### src/rtl/mio_bus_pkg.sv
// mio_bus_pkg: address map, widths, select bundle and FSM state type for the MIO bus bridge.
package mio_bus_pkg;
  localparam int DW = 32;
  localparam int RAM_AW = 10;
  localparam logic [DW-1:0] RAM_BASE = 32'h0000_0000;
  localparam logic [DW-1:0] RAM_MASK = 32'hFFFF_F000;
  localparam logic [DW-1:0] GPIO_BASE = 32'hE000_0000;
  localparam logic [DW-1:0] SW_BASE = 32'hF000_0000;
  localparam logic [DW-1:0] IO_MASK = 32'hFFFF_FFFC;
  typedef enum logic [1:0] {IDLE, ACCESS, WAIT, RESP} state_e;
  typedef struct packed {
    logic ram;
    logic gpio;
    logic sw;
    logic unmapped;
  } sel_t;
endpackage

### src/rtl/mio_addr_decode.sv
// mio_addr_decode: maps a byte address onto the RAM, GPIO and SW/DISP regions.
module mio_addr_decode import mio_bus_pkg::*; (
  input  logic [DW-1:0] addr_bus,
  output logic          sel_ram,
  output logic          sel_gpio,
  output logic          sel_sw,
  output logic          sel_unmapped
);
  assign sel_ram = (addr_bus & RAM_MASK) == RAM_BASE;
  assign sel_gpio = (addr_bus & IO_MASK) == GPIO_BASE;
  assign sel_sw = (addr_bus & IO_MASK) == SW_BASE;
  assign sel_unmapped = !(sel_ram || sel_gpio || sel_sw);
endmodule

### src/rtl/mio_bus_bridge.sv
// mio_bus_bridge: CPU MIO request to RAM/GPIO/SW-DISP bridge with a 4-state FSM.
// Define MIO_BUS_ERR_EN to enable the sticky bus_err flag; otherwise bus_err is tied low.
module mio_bus_bridge import mio_bus_pkg::*; (
  input  logic              clk,
  input  logic              reset,
  input  logic              cpu_mio,
  input  logic              mem_r,
  input  logic              mem_w,
  input  logic [DW-1:0]     addr_bus,
  input  logic [DW-1:0]     cpu_data_out,
  output logic [DW-1:0]     cpu_data_in,
  output logic              mio_ready,
  output logic [RAM_AW-1:0] ram_addr,
  output logic [DW-1:0]     ram_din,
  output logic              ram_we,
  input  logic [DW-1:0]     ram_dout,
  output logic [DW-1:0]     gpio_out,
  output logic [DW-1:0]     disp_out,
  input  logic [15:0]       sw_in,
  output logic              bus_err
);
  logic sel_ram, sel_gpio, sel_sw, sel_unmapped, accept;
  state_e state_q, state_d;
  sel_t sel_q, sel_d;
  logic wr_q, wr_d, mio_ready_q, mio_ready_d, ram_we_q, ram_we_d;
  logic [RAM_AW-1:0] ram_addr_q, ram_addr_d;
  logic [DW-1:0] ram_din_q, ram_din_d, cpu_data_in_q, cpu_data_in_d;
  logic [DW-1:0] gpio_q, gpio_d, disp_q, disp_d;

  mio_addr_decode u_dec (
    .addr_bus     (addr_bus),
    .sel_ram      (sel_ram),
    .sel_gpio     (sel_gpio),
    .sel_sw       (sel_sw),
    .sel_unmapped (sel_unmapped)
  );

  assign accept = state_q == IDLE && cpu_mio && (mem_r || mem_w);

  // ram_din_q doubles as the latched write data for IO writes too
  always_comb begin
    state_d = state_q;
    sel_d = sel_q;
    wr_d = wr_q;
    mio_ready_d = 1'b0;
    ram_we_d = 1'b0;
    ram_addr_d = ram_addr_q;
    ram_din_d = ram_din_q;
    cpu_data_in_d = cpu_data_in_q;
    gpio_d = gpio_q;
    disp_d = disp_q;
    case (state_q)
      IDLE: if (accept) begin
        state_d = ACCESS;
        sel_d = '{ram: sel_ram, gpio: sel_gpio, sw: sel_sw, unmapped: sel_unmapped};
        wr_d = mem_w;
        ram_addr_d = addr_bus[RAM_AW+1:2];
        ram_din_d = cpu_data_out;
        ram_we_d = mem_w && sel_ram;
      end
      ACCESS: begin
        state_d = (sel_q.ram && !wr_q) ? WAIT : RESP;
        mio_ready_d = !(sel_q.ram && !wr_q);
        gpio_d = (wr_q && sel_q.gpio) ? ram_din_q : gpio_q;
        disp_d = (wr_q && sel_q.sw) ? ram_din_q : disp_q;
        if (!wr_q && !sel_q.ram)
          cpu_data_in_d = sel_q.unmapped ? '0 : sel_q.gpio ? gpio_q : {16'b0, sw_in};
      end
      WAIT: begin
        state_d = RESP;
        mio_ready_d = 1'b1;
        cpu_data_in_d = ram_dout;
      end
      RESP: state_d = IDLE;
    endcase
  end

  always_ff @(posedge clk or negedge reset) begin
    if (!reset) begin
      state_q <= IDLE;
      sel_q <= '0;
      wr_q <= 1'b0;
      mio_ready_q <= 1'b0;
      ram_we_q <= 1'b0;
      ram_addr_q <= '0;
      ram_din_q <= '0;
      cpu_data_in_q <= '0;
      gpio_q <= '0;
      disp_q <= '0;
    end else begin
      state_q <= state_d;
      sel_q <= sel_d;
      wr_q <= wr_d;
      mio_ready_q <= mio_ready_d;
      ram_we_q <= ram_we_d;
      ram_addr_q <= ram_addr_d;
      ram_din_q <= ram_din_d;
      cpu_data_in_q <= cpu_data_in_d;
      gpio_q <= gpio_d;
      disp_q <= disp_d;
    end
  end

`ifdef MIO_BUS_ERR_EN
  logic bus_err_q, bus_err_d;
  assign bus_err_d = bus_err_q || (accept && ((mem_r && mem_w) || sel_unmapped));
  always_ff @(posedge clk or negedge reset) begin
    if (!reset) bus_err_q <= 1'b0;
    else bus_err_q <= bus_err_d;
  end
  assign bus_err = bus_err_q;
`else
  assign bus_err = 1'b0;
`endif

  assign cpu_data_in = cpu_data_in_q;
  assign mio_ready = mio_ready_q;
  assign ram_addr = ram_addr_q;
  assign ram_din = ram_din_q;
  assign ram_we = ram_we_q;
  assign gpio_out = gpio_q;
  assign disp_out = disp_q;
endmodule

### config.mk
export PLATFORM = sky130hd
export DESIGN_NAME = mio_bus_bridge
export DESIGN_NICKNAME = d
export VERILOG_FILES = /design/src/rtl/mio_bus_pkg.sv /design/src/rtl/mio_addr_decode.sv /design/src/rtl/mio_bus_bridge.sv
export SDC_FILE = /design/constraint.sdc
export NUM_CORES = 1
export LEC_CHECK = 0
export ABC_CLOCK_PERIOD_IN_PS = 4630
export BUFFER_PORTS_ARGS = -buffer_cell sky130_fd_sc_hd__buf_2
export CELL_PAD_IN_SITES_DETAIL_PLACEMENT = 1
export CELL_PAD_IN_SITES_GLOBAL_PLACEMENT = 1
export CORE_ASPECT_RATIO = 0.5
export CORE_UTILIZATION = 42
export CTS_BUF_LIST = sky130_fd_sc_hd__clkbuf_2 sky130_fd_sc_hd__clkbuf_4 sky130_fd_sc_hd__clkbuf_8
export DETAILED_ROUTE_END_ITERATION = 7
export HOLD_SLACK_MARGIN = 0.1
export PLACE_DENSITY_LB_ADDON = 0.1
export SYNTH_ARGS = -nofsm -noshare
export SYNTH_HDL_FRONTEND = slang
export SYNTH_SLANG_ARGS = --single-unit
export TNS_END_PERCENT = 30
### constraint.sdc
create_clock -name clk -period 4.63 [get_ports clk]
set_clock_uncertainty 0.05 [all_clocks]
set_input_delay 0.463 -clock clk [delete_from_list [all_inputs] [get_ports clk]]
set_output_delay 0.463 -clock clk [all_outputs]
set_load 0.02 [all_outputs]
==> reports/metrics.yaml <==
status:
  run_status: "finished, final reports clean"
timing:
  finalWorstPathRequiredPeriod_ns: 2.90
  report.final.setup_viol: 0
  final_cycle_share: 0.627
  grt_setup_unrepaired: "false"
  maxClockFrequency_mhz: 344
  report.final.hold_viol_count: 0
  final_max_slew_viol_count: 0
  relative_max_transition_margin: 0.291
  max_slew.worst_pin.slew_ns: 1.06
  final.setup.tns_ns: 0
  fin_ws_ns: 1.73
synth:
  avgSynthCellArea_um2: 14.1
  dominant_synthesized_flop_cell: "dfrtp_1"
  mappedNetlistArea_um2: 6160
  synthesis.instances: 438
  count_of_flip_flops_with_a_built_in_enable_after_synthesis: 0
  async_reset_ff_frac: 1.00
  synth_area_leaders: "dfrtp_1 60%, mux2_2 21%, nor2_1 4.1%"
  syn-num-nets: 559
  netlist-cell-type-count: 33
  sequential_share_of_the_synthesized_area: 0.597
  synth_warnings: 0
  netlist.top_cell.by_area: "dfrtp_1"
  synth_seq_cells: 147
  synth_top_cell_area_share: 0.597
setup_path:
  worstPathMaxFanout: 32
  regToRegSetupSlack_ns: 1.73
  crit_chain: "nand3_2 > mux2_2"
  critical_path.reg2reg.startpoint: "sel_q[2]$_DFFE_PN0P_"
  critical_path.max_stage_delay_ns: 1.05
  cp.arrival_ns: 3.17
  critPathKind: "register to register"
  reg2regPathDepth: 2
  timing.critical_path.to_type: "register"
  timing.critical_path.required_ns: 4.90
  critical-path-slowest-cell: "dfrtp_1"
  setup.worst_path.start_class: "register"
  r2r_end: "gpio_out[13]$_DFFE_PN0P_"
min_path:
  whs_endpoint: "ram_din[0]$_DFFE_PN0P_"
  hold_path.startpoint: "cpu_data_out[0]"
  hold_path_depth: 2
  min_delay_worst_type: "primary input to register"
cts:
  ctsHtreeMaxLevel: 4
  clock_tree.root_cell: "clkbuf_8"
  clkSinkCount: 147
  cts_setup_buffers: 0
  worst_skew_pair.late_latency_ns: 0.45
  tritoncts_clock_tree: "done"
  clock_tree.buffer_depth: 2
  numCtsBuffers: 17
  cts.clk_slew.worst_paths_ns: 0.09
  post_cts_gate_resize_count: 0
global_routing:
  first_global_vias: 5043
  grt.overflow.total: 0
  wire_length_of_the_first_global_routing_pass_um: 26900
  grt_max_degree: 81
  grt_use_total: 0.234
  grt_antenna_before_repair: 0
placed_design:
  place_ws_ns: 1.73
  place_hpwl_um: 11800
  placedCellCount: 862
  placement.cell_area_um2: 7580
  place.gp.congestion: 0.764
  port-buffer-count: 254
detailed_routing:
  wl_per_cell_um: 19.0
  first_iter_violations: 148
  via_count: 4557
  post_drt_via_cell_ratio: 5.09
  detail_route.drc_violations: 0
  postRouteWirelength_um: 17000
  dr.pass1.iters: 5
  ant_nets: 0
floorplan:
  core_area_um2: 13900
  die_area_um2: 15200
  chipHeight_um: 87.7
  dieWidth_um: 173
  start_util: 0.443
  row_count: 30
  floorplan.io_pins: 258
finish:
  final_layout_size_suffix_gt1_frac: 0.617
  finalInstanceArea_um2: 7960
  filler_cell_count: 1503
  fin_nets: 811
  instances_no_fill: 895
  area_growth_syn_to_layout_pct: 29.2
run:
  max_cap_violations: 0
pwr:
  cellPowerDensity_nw_per_um2: 598
  leakage_nw: 4.25
  peakVddDrop_mv: 0.274
## stage by stage
step,hold WS [ns],power (mW),util
after global routing,0.157,5.08,0.572
after CTS,0.154,4.84,0.572
after floorplan,0.117,3.16,-
final,0.189,4.76,0.572
after global placement,0.432,3.79,0.544
after detailed placement,0.439,3.86,0.544
## power by group
part | internal, mW | switching, mW
registers | 1.65 | 0.244
logic | 0.737 | 1.18
clock network | 0.465 | 0.487
## worst max-delay path: cells and delay by family (launching register included)
family,cells,cell delay (ns)
DFF,1,1.05
muxes,1,0.61
and+or+nand+nor,1,1.05
## logic make-up after synthesis
group                    count (synthesis)  synth area share
flip-flops                             147             0.597
AND/OR/NAND/NOR                         91            0.0646
AO/OA/AOI/OAI                           40            0.0680
adder cells (fa/ha/maj)                  4           0.00812
multiplexers                           125             0.232
buffers and inverters                   30            0.0294
other                                    1          0.000608
## worst max path at each step
stage | start | endpoint | slack, ns
4_1_cts | sel_q[2]$_DFFE_PN0P_ | gpio_out[13]$_DFFE_PN0P_ | 1.64
3_5_place_dp | sel_q[2]$_DFFE_PN0P_ | gpio_out[19]$_DFFE_PN0P_ | 1.73
5_1_grt | sel_q[2]$_DFFE_PN0P_ | gpio_out[13]$_DFFE_PN0P_ | 1.51
2_1_floorplan | state_q[0]$_DFFE_PN0P_ | cpu_data_in[21]$_DFFE_PN0P_ | 3.00
6_report | sel_q[2]$_DFFE_PN0P_ | gpio_out[13]$_DFFE_PN0P_ | 1.73
3_3_place_gp | sel_q[2]$_DFFE_PN0P_ | gpio_out[12]$_DFFE_PN0P_ | 1.84
## state kept, by name, summed over array words and instances, names as in the netlist
signal / count
ram_addr: 10
ram_din: 32
sel_q: 4
cpu_data_in: 32
mio_ready: 1
disp_out: 32
wr_q: 1
gpio_out: 32
state_q: 2
ram_we: 1
## cells in the final DEF (no fill, tap or decap), types with 3 or more instances in the layout
cell and n:
a221oi_1 20, a221oi_2 12, buf_2 253, buf_4 5
clkbuf_8 20, clkinv_2 6, dfrtp_1 147, ha_1 3
inv_1 3, mux2_2 117, mux2_4 7, nand2_1 5
nor2_1 67, nor4_1 6
## per-layer routing
metal | wire length (um) | track usage | vias up
met1 | 6800 | 0.264 | 2329
met2 | 8760 | 0.424 | 141
met5 | 0 | 0 | -
met3 | 1250 | 0.0855 | 13
li1 | - | - | 2074
met4 | 172 | 0.0708 | 0
## what timing repair did
item                                   in CTS  in global routing
endpoints found under the hold margin      78                  0
hold buffers                                1                  0
setup endpoints to repair                   0                  0
## Yosys cell counts, types with 3 or more instances
library cell,count
a221oi_1,20
a221oi_2,12
buf_2,16
buf_4,3
buf_6,5
dfrtp_1,147
ha_1,4
inv_1,3
mux2_2,117
mux2_4,7
nand2_1,5
nor2_1,67
nor4_1,6
## layout make-up
cell class	count	area, um2	share of cell area
multi-input combinational	261	2340	0.294
sequential	147	3680	0.462
tap	192	240	0.0302
antenna	1	2.50	0.000314
clock buffer	21	283	0.0355
inverter	3	11.3	0.00141
timing repair buffer	260	1330	0.166
clock inverter	10	83.8	0.0105
(Power assumes the default switching activity.)
